`src/rtl/mmu_driver.sv`:
```
// Host-side sequencer for the MMU tile interface. One command loads a weight
// tile, optionally swaps it in, then streams N data tiles through the MMU one
// at a time, writing each result tile to the result buffer.
//
// Handshake rule: every strobe to the MMU (new_weight_push, data_push,
// weight_ld_start, mult_run) is the AND of "this state wants a transfer" and
// the matching rdy input. A transfer happens in exactly the cycle the strobe
// is high, and the FSM leaves that state on the same edge. As a result, no
// strobe can be high while its rdy input is low, and each transfer produces
// exactly one strobe. acc_pop has no rdy gate because R_POP is only entered
// after acc_rdy has been seen.
module mmu_driver #(
  parameter int SIZE   = 2,
  parameter int ADDR_W = 8
) (
  input  logic                                clk,
  input  logic                                rst_n,
  input  logic                                cmd_valid,
  output logic                                cmd_rdy,
  input  logic [ADDR_W-1:0]                   cmd_weight_addr,
  input  logic [ADDR_W-1:0]                   cmd_data_addr,
  input  logic [ADDR_W-1:0]                   cmd_out_addr,
  input  logic [ADDR_W-1:0]                   cmd_num_tiles,
  input  logic                                cmd_swap,
  output logic                                busy,
  output logic                                done,
  output logic                                rd_en,
  output logic [ADDR_W-1:0]                   rd_addr,
  input  logic [SIZE-1:0][SIZE-1:0][7:0]      rd_data,
  output logic                                wr_en,
  output logic [ADDR_W-1:0]                   wr_addr,
  output logic [SIZE-1:0][SIZE-1:0][31:0]     wr_data,
  output logic [SIZE-1:0][SIZE-1:0][7:0]      new_weight_out,
  input  logic                                new_weight_rdy,
  output logic                                new_weight_push,
  output logic [SIZE-1:0][SIZE-1:0][7:0]      data_out,
  input  logic                                data_rdy,
  output logic                                data_push,
  input  logic [SIZE-1:0][SIZE-1:0][31:0]     acc_in,
  input  logic                                acc_rdy,
  output logic                                acc_pop,
  input  logic                                weight_ld_rdy,
  output logic                                weight_ld_start,
  input  logic                                weight_ld_done,
  output logic                                weight_swap,
  input  logic                                mult_rdy,
  output logic                                mult_run,
  input  logic                                mult_done,
  output logic [3:0]                          fsm_state
);

  typedef enum logic [3:0] {
    IDLE   = 4'd0,
    W_RD   = 4'd1,
    W_CAP  = 4'd2,
    W_PUSH = 4'd3,
    W_LD   = 4'd4,
    W_WAIT = 4'd5,
    SWAP   = 4'd6,
    D_RD   = 4'd7,
    D_CAP  = 4'd8,
    D_PUSH = 4'd9,
    RUN    = 4'd10,
    R_WAIT = 4'd11,
    R_POP  = 4'd12,
    R_WR   = 4'd13,
    DONE   = 4'd14
  } state_t;

  state_t state, state_nx;

  logic [ADDR_W-1:0] weight_addr;
  logic [ADDR_W-1:0] data_addr;
  logic [ADDR_W-1:0] out_addr;
  logic [ADDR_W-1:0] num_tiles;
  logic              swap_latched;
  logic [ADDR_W-1:0] tile_cnt;
  logic [ADDR_W-1:0] tile_cnt_inc;
  logic [SIZE-1:0][SIZE-1:0][7:0]  tile_reg;
  logic [SIZE-1:0][SIZE-1:0][31:0] res_reg;

  // The multiply completion flag is not needed: completion is observed
  // through acc_rdy on the result side.
  logic unused_mult_done;
  assign unused_mult_done = mult_done;

  assign tile_cnt_inc = tile_cnt + ADDR_W'(1);
  assign fsm_state    = state;

  // State register; reset aborts any command in flight.
  always_ff @(posedge clk or negedge rst_n) begin
    if (!rst_n) state <= IDLE;
    else        state <= state_nx;
  end

  // Next-state logic: each handshake state advances on its own strobe.
  always_comb begin
    state_nx = state;
    case (state)
      IDLE:    if (cmd_valid)                 state_nx = W_RD;
      W_RD:                                   state_nx = W_CAP;
      W_CAP:                                  state_nx = W_PUSH;
      W_PUSH:  if (new_weight_rdy)            state_nx = W_LD;
      W_LD:    if (weight_ld_rdy)             state_nx = W_WAIT;
      W_WAIT:  if (weight_ld_done)            state_nx = SWAP;
      SWAP:    state_nx = (num_tiles == '0) ? DONE : D_RD;
      D_RD:                                   state_nx = D_CAP;
      D_CAP:                                  state_nx = D_PUSH;
      D_PUSH:  if (data_rdy)                  state_nx = RUN;
      RUN:     if (mult_rdy)                  state_nx = R_WAIT;
      R_WAIT:  if (acc_rdy)                   state_nx = R_POP;
      R_POP:                                  state_nx = R_WR;
      R_WR:    state_nx = (tile_cnt_inc == num_tiles) ? DONE : D_RD;
      DONE:                                   state_nx = IDLE;
      default:                                state_nx = IDLE;
    endcase
  end

  // Output decode: everything idles at zero outside its own state.
  always_comb begin
    cmd_rdy         = (state == IDLE);
    busy            = (state != IDLE);
    done            = 1'b0;
    rd_en           = 1'b0;
    rd_addr         = '0;
    wr_en           = 1'b0;
    wr_addr         = '0;
    wr_data         = '0;
    new_weight_out  = '0;
    new_weight_push = 1'b0;
    data_out        = '0;
    data_push       = 1'b0;
    acc_pop         = 1'b0;
    weight_ld_start = 1'b0;
    weight_swap     = 1'b0;
    mult_run        = 1'b0;
    case (state)
      W_RD: begin
        rd_en   = 1'b1;
        rd_addr = weight_addr;
      end
      W_PUSH: begin
        new_weight_out  = tile_reg;
        new_weight_push = new_weight_rdy;
      end
      W_LD:   weight_ld_start = weight_ld_rdy;
      SWAP:   weight_swap     = swap_latched;
      D_RD: begin
        rd_en   = 1'b1;
        rd_addr = data_addr + tile_cnt;
      end
      D_PUSH: begin
        data_out  = tile_reg;
        data_push = data_rdy;
      end
      RUN:    mult_run = mult_rdy;
      R_POP:  acc_pop  = 1'b1;
      R_WR: begin
        wr_en   = 1'b1;
        wr_addr = out_addr + tile_cnt;
        wr_data = res_reg;
      end
      DONE:   done = 1'b1;
      default: ;
    endcase
  end

  // Command latch, tile capture, result capture and tile counter.
  always_ff @(posedge clk or negedge rst_n) begin
    if (!rst_n) begin
      weight_addr  <= '0;
      data_addr    <= '0;
      out_addr     <= '0;
      num_tiles    <= '0;
      swap_latched <= 1'b0;
      tile_cnt     <= '0;
      tile_reg     <= '0;
      res_reg      <= '0;
    end else begin
      case (state)
        IDLE: if (cmd_valid) begin
          weight_addr  <= cmd_weight_addr;
          data_addr    <= cmd_data_addr;
          out_addr     <= cmd_out_addr;
          num_tiles    <= cmd_num_tiles;
          swap_latched <= cmd_swap;
          tile_cnt     <= '0;
        end
        W_CAP, D_CAP: tile_reg <= rd_data;
        R_POP:        res_reg  <= acc_in;
        R_WR:         tile_cnt <= tile_cnt_inc;
        default: ;
      endcase
    end
  end

endmodule

```
`config.mk`:
```
export PLATFORM = sky130hd
export DESIGN_NAME = mmu_driver
export DESIGN_NICKNAME = d
export VERILOG_FILES = /design/src/rtl/mmu_driver.sv
export SDC_FILE = /design/constraint.sdc
export NUM_CORES = 1
export LEC_CHECK = 0
export CORE_AREA = 3 3 164 166
export DETAILED_ROUTE_END_ITERATION = 8
export DIE_AREA = 0 0 167 169
export PLACE_DENSITY = 0.78
export SYNTH_ARGS = -nofsm -noshare
export SYNTH_HDL_FRONTEND = slang
export SYNTH_SLANG_ARGS = --single-unit
```
`constraint.sdc`:
```
create_clock -name clk -period 5.6 [get_ports clk]
set_input_delay 0.56 -clock clk [delete_from_list [all_inputs] [get_ports clk]]
set_output_delay 0.56 -clock clk [all_outputs]
set_load 0.01 [all_outputs]
```
==> summary.md <==
| Metric | Value |
|---|---|
| Max reg flops | 128 |
| Avg Inst Size Synth | 12.0 um2 |
| Multi-input gate area | 4660 um2 |
| Worst Setup End Kind | primary output |
| RePlAce Congestion | 0.870 |
| Seq. cell area | 5130 um2 |
| DP Area | 14600 um2 |
| Global route overflow | 0 |
| I/O Pins | 426 |
| Commonest cells after routing, fill and taps aside | clkdlybuf4s50_1 (423), dfrtp_1 (205), and2_1 (198) |
| CP peak stage delay | 0.74 ns |
| Clk root buf | clkbuf_16 |
| Worst reg2reg startpoint | fsm_state[1] |
| Antenna violations before repair | 2 |
| Minimum clock period | 4.07 ns |
| Post-synth EDFFs | 0 |
| R2R Path End | tile_cnt[5] |
| Die area | 28200 um2 |
| Setup slack, reg-to-reg | 2.72 ns |
| Post CTS Setup Buffer Count | 0 |
| Period utilization | 72.6% |
| Hold Crit Class | primary input to async pin |
| Nets | 1464 |
| Arr. time, crit path | 3.51 ns |
| Final Hold Fails | 0 |
| P&R area growth vs syn | 52.2% |
| CTS tree | done |
| Yosys cell types | 51 |
| CP Cell Sequence | nand2_1 > or2_1 > clkinv_2 > buf_4 > and2_1 > clkdlybuf4s50_1 |
| Post_cts resized | 0 |
| Vias in the first global route | 8143 |
| Vias/cell | 4.90 |
| Hold_buf cts | 0 |
| Commonest non-fill, non-tap cell in the layout | clkdlybuf4s50_1 |
| Row count | 59 |
| Leak | 6.33 nW |
| Clock Skew | 0.0153 ns |
| Initial core utilization | 39.0% |
| Post-synth ARST share | 100% |
| DRC | 0 |
| Clk buf depth | 3 |
| Tot GR Track Use | 19.5% |
| Core ar. | 25800 um2 |
| Status | finished clean |
| Fmax | 246 MHz |
| Ys flop type | dfrtp_1 |
| Post-synthesis register bit count | 205 |
| Drt wl/cell | 18.1 um |
| Worst Setup SP | fsm_state[2] |
| CTS Sinks | 205 |
| Final Util | 59.4% |
| Peak supply drop | 0.284 mV |
| Design Area, Final | 15300 um2 |
| Cell Area, Synth | 10000 um2 |
| Total CTS buffers | 23 |
| Filler cells | 2130 |
| Post-route ant nets | 0 |
| Largest net degree at the start of global routing | 122 |
| Max Cap Violations | 0 |
| Final HPWL DP | 21100 um |
| First-pass GRT wire length | 44600 um |
| 1st-pass router iterations | 4 |
| Synthesis Warnings | 0 |
| Die height | 169 um |
| Sequential area share after synthesis | 51.1% |
| FF-to-FF path depth | 7 |
| Overall routed net length | 28800 um |
| CP Class | register to primary output |
| Critical Path Start Type | register |
| Die Wd | 167 um |
| Number of port buffers | 424 |
| Rel. slew slack | 28.6% |
| Syn_nets | 1060 |
| RSZ-0062 raised after global routing | false |
| Setup_tns | 0 ns |
| Setup violators final | 0 |
| Proportion of layout cells with a drive suffix above 1 | 18.5% |
| PD cells | 434 nW/um2 |
| Clk_lat worst skew | 0.51 ns |
| Cell count after synthesis | 840 |
| Slowest cell on crit path | dfrtp_1 |
| Worst-Margin Slew | 1.06 ns |
| Final-report max-slew violation count | 0 |
| Hold WS | 0.0788 ns |
| DR vias | 7833 |
| H-tree levels | 1 |
| Initial drt markers | 351 |
| Clock transition at path regs | 0.05 ns |
| Worst EP required | 5.04 ns |
| CP max FO | 68 |
-- where the power goes --
part           total (W)  switching [W]  internal (W)
clock network    0.00146       0.000600      0.000859
registers        0.00268       0.000470       0.00222
logic            0.00249       0.000975       0.00151
-- final cells by class --
class / instances / area share, %
Antenna cell: 1 / 0.0164
Clock inverter: 7 / 0.417
Inverter: 8 / 0.205
Tap cell: 335 / 2.74
Multi-Input combinational cell: 573 / 30.4
Sequential cell: 205 / 33.5
Clock buffer: 35 / 4.32
Timing Repair Buffer: 433 / 28.3
-- worst max-delay path by stage --
stage	endpoint	slack, ns	depth (start not counted)
4_1_cts	wr_data[6]	1.56	6
3_5_place_dp	wr_data[93]	2.11	6
6_report	wr_data[8]	1.53	6
3_3_place_gp	wr_data[6]	2.17	6
5_1_grt	wr_data[35]	1.34	6
2_1_floorplan	rd_addr[6]	3.04	9
-- cells in the mapped netlist (7+ instances only) --
library cell,instances,area share [%]
dfrtp_1,205,51
and2_1,198,12
xnor2_1,15,1.3
nand3_1,8,0.40
inv_1,7,0.26
o21ai_1,7,0.35
xor2_1,10,0.87
buf_2,27,1.3
clkbuf_1,25,0.93
ha_1,15,1.9
o21ai_0,16,0.80
mux2_2,183,21
nand2_1,23,0.86
mux2_1,10,1.1
a21oi_1,8,0.40
nor2_1,19,0.71
-- metrics by stage --
stage	total power, W	instances	worst slack (ns)
floorplan	0.00422	840	3.04
global placement	0.00510	1554	2.17
detailed placement	0.00523	1554	2.11
CTS	0.00672	1596	1.56
global route	0.00707	1596	1.34
finish	0.00663	1597	1.53
-- worst max-delay path: cells and delay by family, from the launching register on --
family,cells,cell delay (ns)
buffers and inverters,3,1.17
DFF,1,0.74
and+or+nand+nor,3,1.05
-- kinds of logic (layout without fill, tap and decap cells) --
logic type      Yosys count  count (layout)  synth area share (%)
flops                   205             205                  51.1
buf+inv                  62             483                  2.73
simple gates            280             280                  16.4
mux                     194             194                  21.7
other cells               0               1                     0
compound gates           57              57                  3.65
fa+ha+maj                17              17                  2.27
xor+xnor                 25              25                  2.18
-- per-layer routing --
metal	share of wire (%)	global-route usage, %
met1	37	21.4
met2	50	34.9
met5	0.059	0
met3	9.8	7.26
met4	3.7	6.64
No activity file was read; power rests on OpenSTA's default activity.
